==> config.mk <==
export PLATFORM = sky130hd
export DESIGN_NAME = pipeline_ctrl
export DESIGN_NICKNAME = d
export VERILOG_FILES = /design/src/rtl/pipeline_ctrl.sv
export SDC_FILE = /design/constraint.sdc
export NUM_CORES = 1
export LEC_CHECK = 0
export BUFFER_PORTS_ARGS = -buffer_cell sky130_fd_sc_hd__buf_2
export CAP_MARGIN = 25
export CORE_MARGIN = 2
export CORE_UTILIZATION = 40
export DETAILED_ROUTE_END_ITERATION = 12
export PLACE_DENSITY = 0.88
export REMOVE_ABC_BUFFERS = 1
export SLEW_MARGIN = 15
export SYNTH_ARGS = -nofsm -noshare
export SYNTH_HDL_FRONTEND = slang
export SYNTH_SLANG_ARGS = --single-unit
==> constraint.sdc <==
create_clock -name clk -period 2 [get_ports clk]
set_clock_uncertainty 0.15 [all_clocks]
set_input_delay 0.4 -clock clk [delete_from_list [all_inputs] [get_ports clk]]
set_output_delay 0.4 -clock clk [all_outputs]
set_load 0.01 [all_outputs]
==> src/rtl/pipeline_ctrl.sv <==
// Five-stage pipeline sequencer: cache-wait stalls, branch flush, load-use bubble and valid tracking.
// Optional stall-cycle counter is built only when PIPE_STALL_CNT_EN is defined.
module pipeline_ctrl (
   input  logic        clk,
   input  logic        rst,
   input  logic        inst_resp,
   input  logic        data_read,
   input  logic        data_write,
   input  logic        data_resp,
   input  logic        branch_taken,
   input  logic        load_use,
   output logic        inst_read,
   output logic        load_pc,
   output logic        load_decode,
   output logic        load_execute,
   output logic        load_memory,
   output logic        load_writeback,
   output logic        flush_decode,
   output logic        flush_execute,
   output logic        valid_decode,
   output logic        valid_execute,
   output logic        valid_memory,
   output logic        valid_writeback,
   output logic [31:0] stall_count
);

   typedef enum logic [0:0] {
      IDLE = 1'b0,
      RUN  = 1'b1
   } state_t;

   state_t state_r;
   state_t state_next_s;

   logic imem_done_r;
   logic dmem_done_r;
   logic valid_decode_r;
   logic valid_execute_r;
   logic valid_memory_r;
   logic valid_writeback_r;

   logic run_s;
   logic imem_wait_s;
   logic dmem_wait_s;
   logic stall_s;
   logic branch_s;
   logic hazard_s;
   logic bubble_s;

   logic inst_read_s;
   logic load_pc_s;
   logic load_decode_s;
   logic load_execute_s;
   logic load_memory_s;
   logic load_writeback_s;
   logic flush_decode_s;
   logic flush_execute_s;

   // Control state register.
   always_ff @(posedge clk or posedge rst) begin
      if (rst) begin
         state_r <= IDLE;
      end else begin
         state_r <= state_next_s;
      end
   end

   // Next-state: one settling cycle in IDLE, then RUN until reset.
   always_comb begin
      state_next_s = state_r;
      case (state_r)
         IDLE:    state_next_s = RUN;
         RUN:     state_next_s = RUN;
         default: state_next_s = IDLE;
      endcase
   end

   // Hazard and wait qualification; a response arriving this cycle satisfies its own wait.
   always_comb begin
      run_s       = (state_r == RUN);
      imem_wait_s = run_s & ~imem_done_r & ~inst_resp;
      dmem_wait_s = valid_memory_r & (data_read | data_write) & ~dmem_done_r & ~data_resp;
      stall_s     = imem_wait_s | dmem_wait_s;
      branch_s    = valid_execute_r & branch_taken;
      hazard_s    = valid_decode_r & load_use;
      bubble_s    = run_s & ~stall_s & ~branch_s & hazard_s;
   end

   // Output decode: stall freezes everything, branch outranks the load-use bubble.
   always_comb begin
      inst_read_s      = 1'b0;
      load_pc_s        = 1'b0;
      load_decode_s    = 1'b0;
      load_execute_s   = 1'b0;
      load_memory_s    = 1'b0;
      load_writeback_s = 1'b0;
      flush_decode_s   = 1'b0;
      flush_execute_s  = 1'b0;
      case (state_r)
         RUN: begin
            inst_read_s = ~imem_done_r;
            if (stall_s) begin
               load_pc_s = 1'b0;
            end else if (branch_s) begin
               load_pc_s        = 1'b1;
               load_decode_s    = 1'b1;
               load_execute_s   = 1'b1;
               load_memory_s    = 1'b1;
               load_writeback_s = 1'b1;
               flush_decode_s   = 1'b1;
               flush_execute_s  = 1'b1;
            end else if (bubble_s) begin
               load_execute_s   = 1'b1;
               load_memory_s    = 1'b1;
               load_writeback_s = 1'b1;
               flush_execute_s  = 1'b1;
            end else begin
               load_pc_s        = 1'b1;
               load_decode_s    = 1'b1;
               load_execute_s   = 1'b1;
               load_memory_s    = 1'b1;
               load_writeback_s = 1'b1;
            end
         end
         IDLE: begin
            inst_read_s = 1'b0;
         end
         default: begin
            inst_read_s = 1'b0;
         end
      endcase
   end

   // Completion flags remember an early response only while the pipeline is still held.
   always_ff @(posedge clk or posedge rst) begin
      if (rst) begin
         imem_done_r <= 1'b0;
         dmem_done_r <= 1'b0;
      end else begin
         imem_done_r <= stall_s & (imem_done_r | inst_resp);
         dmem_done_r <= stall_s & (dmem_done_r | data_resp);
      end
   end

   // Valid chain; each stage flag moves only with its pipeline register enable.
   always_ff @(posedge clk or posedge rst) begin
      if (rst) begin
         valid_decode_r    <= 1'b0;
         valid_execute_r   <= 1'b0;
         valid_memory_r    <= 1'b0;
         valid_writeback_r <= 1'b0;
      end else begin
         if (load_decode_s) begin
            valid_decode_r <= ~flush_decode_s;
         end
         if (load_execute_s) begin
            valid_execute_r <= valid_decode_r & ~flush_execute_s;
         end
         if (load_memory_s) begin
            valid_memory_r <= valid_execute_r;
         end
         if (load_writeback_s) begin
            valid_writeback_r <= valid_memory_r;
         end
      end
   end

`ifdef PIPE_STALL_CNT_EN
   logic [31:0] stall_count_r;

   // Lost-cycle counter: cache waits plus load-use bubbles, free-running wrap.
   always_ff @(posedge clk or posedge rst) begin
      if (rst) begin
         stall_count_r <= 32'd0;
      end else if (run_s & (stall_s | bubble_s)) begin
         stall_count_r <= stall_count_r + 32'd1;
      end
   end

   assign stall_count = stall_count_r;
`else
   assign stall_count = 32'd0;
`endif

   assign inst_read       = inst_read_s;
   assign load_pc         = load_pc_s;
   assign load_decode     = load_decode_s;
   assign load_execute    = load_execute_s;
   assign load_memory     = load_memory_s;
   assign load_writeback  = load_writeback_s;
   assign flush_decode    = flush_decode_s;
   assign flush_execute   = flush_execute_s;
   assign valid_decode    = valid_decode_r;
   assign valid_execute   = valid_execute_r;
   assign valid_memory    = valid_memory_r;
   assign valid_writeback = valid_writeback_r;

endmodule

Word-level counts from Yosys, hierarchy flattened

Index checks and enable logic that the tools add are counted.

Logic and storage cells: 47
Output and inout port bits: 44
Input port bits: 8
Register bits after elaboration: 7

Bitwise operators: 26
Mux-type cells: 14

Operators with widths:

| cell                               | number |
|---|---|
| 1-bit bitwise AND                  | 13 |
| 1-bit two-way mux                  | 13 |
| 1-bit NOT                          | 9 |
| 1-bit bitwise OR                   | 4 |
| 1-bit case mux with 2 select lines | 1 |

Longest topological paths before layout

Depth after elaboration: 15
Mapped depth: 4
Depth with buffers taken out: 4

Worst setup path before layout

OpenSTA, ideal clock, no wires.

Path kind: input -> output
Start: input port data_write
End: output port load_pc
Required time: 1.450 ns
Buffers on the path: 1
Arrival time: 1.362 ns
Path slack: 0.088 ns
Stages: 4
Cells stage by stage: or2_4 > a31o_4 > a31oi_1 > buf_4

Longest elaborated chain between the ends: 13

Ends and longest elaborated chain:

| what                                | line | RTL |
|---|---|---|
| start, declared                     | 8    | `input logic data_write,` |
| 1-bit bitwise OR (*)                | 82   | `dmem_wait_s = valid_memory_r & (data_read \| data_write) & ~dmem_done_r & ~data_resp;` |
| 1-bit bitwise AND (*) (3 in series) | 82   |  |
| 1-bit bitwise OR (*)                | 83   | `stall_s = imem_wait_s \| dmem_wait_s;` |
| 1-bit NOT                           | 86   | `bubble_s = run_s & ~stall_s & ~branch_s & hazard_s;` |
| 1-bit bitwise AND (3 in series)     | 86   |  |
| 1-bit two-way mux (2 in series)     | -    |  |
| 1-bit two-way mux (*) (2 in series) | -    |  |
| end, declared                       | 13   | `output logic load_pc,` |

Every way passes the cells marked *; elsewhere a longest branch is shown, timed or not.

Final worst setup path

Start: input port data_write
End: output port load_pc

Longest elaborated chain between the ends: 13

Ends and longest elaborated chain:

| what                                | line | RTL |
|---|---|---|
| 1-bit bitwise OR (*)                | 82   |  |
| 1-bit bitwise AND (*) (3 in series) | 82   |  |
| 1-bit bitwise OR (*)                | 83   |  |
| 1-bit NOT                           | 86   |  |
| 1-bit bitwise AND (3 in series)     | 86   |  |
| 1-bit two-way mux                   | 112  | `end else if (bubble_s) begin` |
| 1-bit two-way mux                   | 104  | `end else if (branch_s) begin` |
| 1-bit two-way mux (*)               | 102  | `if (stall_s) begin` |
| 1-bit two-way mux (*)               | 99   | `case (state_r)` |

Marks and branches as above.

==> out/metrics.yaml <==
grt_pass1_vias: 356
power.total_uw: 562
clock.fmax_ghz: 0.524
crit_path_start_kind: "input pin"
cp.arrival_ns: 1.36
grt-ovfl-total: 0
cts_tree: "yes"
grt_max_degree: 8
ys_seq_area_share_pct: 28.4
cts_sinks: 7
cts_buffers: 3
syn_avg_cell_area_um2: 9.21
design_area_um2: 622
htree_levels: 1
gp_congestion: 0.686
drt_iter0_drc: 0
crit_required_ns: 1.45
status: "completed"
cp.buffers_inverters: 2
antenna_found_initial: 0
antenna_cells: 0
rows: 14
grt_pass1_wl_um: 1410
numPortBuffers: 19
r2r-start: "dmem_done_r"
utilization_pct: 42.3
path_clk_slew_ns: 0.05
cp_cell_sequence: "buf_2 -> or2_4 -> a31o_4 -> a31oi_1 -> buf_2"
dp_hpwl_um: 749
slowest_stage: "a31o_4"
crit_path_start: "data_write"
fin_setup_tns_ns: 0
fin_crit_ns: 1.91
drc: 0
maxCapViolations: 0
synthCells: 67
layout-area-overhead-vs-synth_pct: 0.811
drt-total-wl_um: 856
ant_nets: 0
cpLargestDelayFamily: "compound AO/OA/AOI/OAI gates"
fill_cells: 152
worstSetupPathType: "in2out"
critPathCaptureType: "output pin"
routedWlPerCell_um: 8.31
layout_common_cells: "33 x conb_1, 19 x buf_2, 7 x dfrtp_1"
syn_area_um2: 617
dieWidth_um: 43.3
critPathMaxFanout: 4
min-delay-start: "inst_resp"
rsz0062_at_grt: "no"
insertion_delay_ns: 0.25
yosysWarningCount: 0
cts_root_buf: "clkbuf_4"
place_area_um2: 586
final-seq-area_um2: 175
avgViaCountPerCell: 3.85
vias: 397
setup_violations: 0
nets: 96
multi_input_area_um2: 278
finalCritPeriodShare_pct: 95.4
initial_utilization_pct: 41.9
die-area_mm2: 0.00187
p_leak_uw: 0.000376
track_usage_pct: 10.5
postCtsSetupBuffers: 0
drive_above_1_share_pct: 34.5
vdd_ir_drop_max_uv: 348
synth.distinct_cells: 20
power_density_mw_per_mm2: 903
cp_common_cell: "buf_2"
synth_seq_cells: 7
clock_path_buffers: 2
drv_slew: 0
firstDrtPassIters: 1
core_area_mm2: 0.00147
finalHoldViolCount: 0
io_pins: 52
crit_path_max_incr_delay_ns: 0.26
layout_commonest_cell: "conb_1"
die_h_um: 43.3
hold_class: "in2reg"
-- final timing paths --
check                                  end  slack, ns  cells past startpoint
setup reg to reg              valid_decode       0.61                      4
setup / recovery                   load_pc       0.09                      5
hold / removal                 dmem_done_r       0.20                      2
hold reg to reg            valid_writeback       0.37                      2
min in group asynchronous      dmem_done_r       0.47                      3
max in group asynchronous     valid_decode       1.02                      3
-- synthesized netlist by cell type --
cell / n / area share, %
inv_4: 1 / 1.0
and3b_1: 1 / 1.4
buf_4: 35 / 43
a31o_4: 1 / 2.8
nor2b_1: 1 / 1.0
inv_1: 3 / 1.8
a31oi_1: 1 / 1.0
a21oi_1: 2 / 1.6
o2bb2ai_1: 1 / 1.4
nor2_1: 2 / 1.2
dfrtp_1: 7 / 28
o2111a_1: 1 / 1.8
nand2_1: 2 / 1.2
mux2_4: 2 / 4.9
nor3b_1: 1 / 1.2
a21o_2: 1 / 1.4
nor2_2: 1 / 1.0
conb_1: 2 / 1.2
or2_4: 1 / 1.4
o21ai_2: 1 / 1.4
-- registers in the layout, summed over array words and instances (netlist names) --
signal	count
valid_decode	1
valid_memory	1
run_s	1
dmem_done_r	1
imem_done_r	1
valid_execute	1
valid_writeback	1
-- metrics by stage --
stage	hold slack (ns)	cells	setup WS (ns)
after floorplan	0.0534	63	0.165
after global placement	0.183	98	0.119
after detailed placement	0.194	98	0.0792
after CTS	0.193	103	0.0773
after global routing	0.208	103	0.0373
final	0.199	103	0.0914
-- cell type report --
class | count | area share [%]
repair buffers | 20 | 16.9
flip-flops and latches | 7 | 28.2
clock buffers | 4 | 4.23
inverters | 4 | 2.82
well taps | 16 | 3.22
multi-input cells | 52 | 44.7
-- metal layers --
| layer | GRT usage [%] | up-vias | wire (um) |
|---|---|---|---|
| li1 | - | 185 | - |
| met1 | 10.8 | 176 | 305 |
| met2 | 17.3 | 34 | 426 |
| met3 | 3.83 | 2 | 116 |
| met4 | 7.27 | 0 | 8 |
| met5 | 0 | - | 0 |
-- cell families after synthesis --
group,after synthesis,synth area share (%)
compound gates,8,11.6
mux,2,4.87
flops,7,28.4
simple gates,9,8.52
other cells,2,1.22
buf+inv,39,45.4
-- what timing repair did --
| item | CTS | global route |
|---|---|---|
| hold endpoints to repair | 7 | 0 |
| resized for setup | 0 | 0 |
| hold buffers | 1 | 0 |
-- report_power, final --
group | leakage, uW | internal [uW] | switching [uW]
logic | 0.000276 | 95.3 | 118
clock network | 0.0000150 | 76.0 | 50.0
registers | 0.0000852 | 181 | 41.0
total | 0.000376 | 353 | 209
-- worst register-to-register path, stage by stage, from the launching register on --
cell and delay, ns:
dfrtp_1 0.37, nor2_2 0.20, a31o_4 0.22, inv_4 0.05, mux2_4 0.29
(Power assumes the default switching activity.)
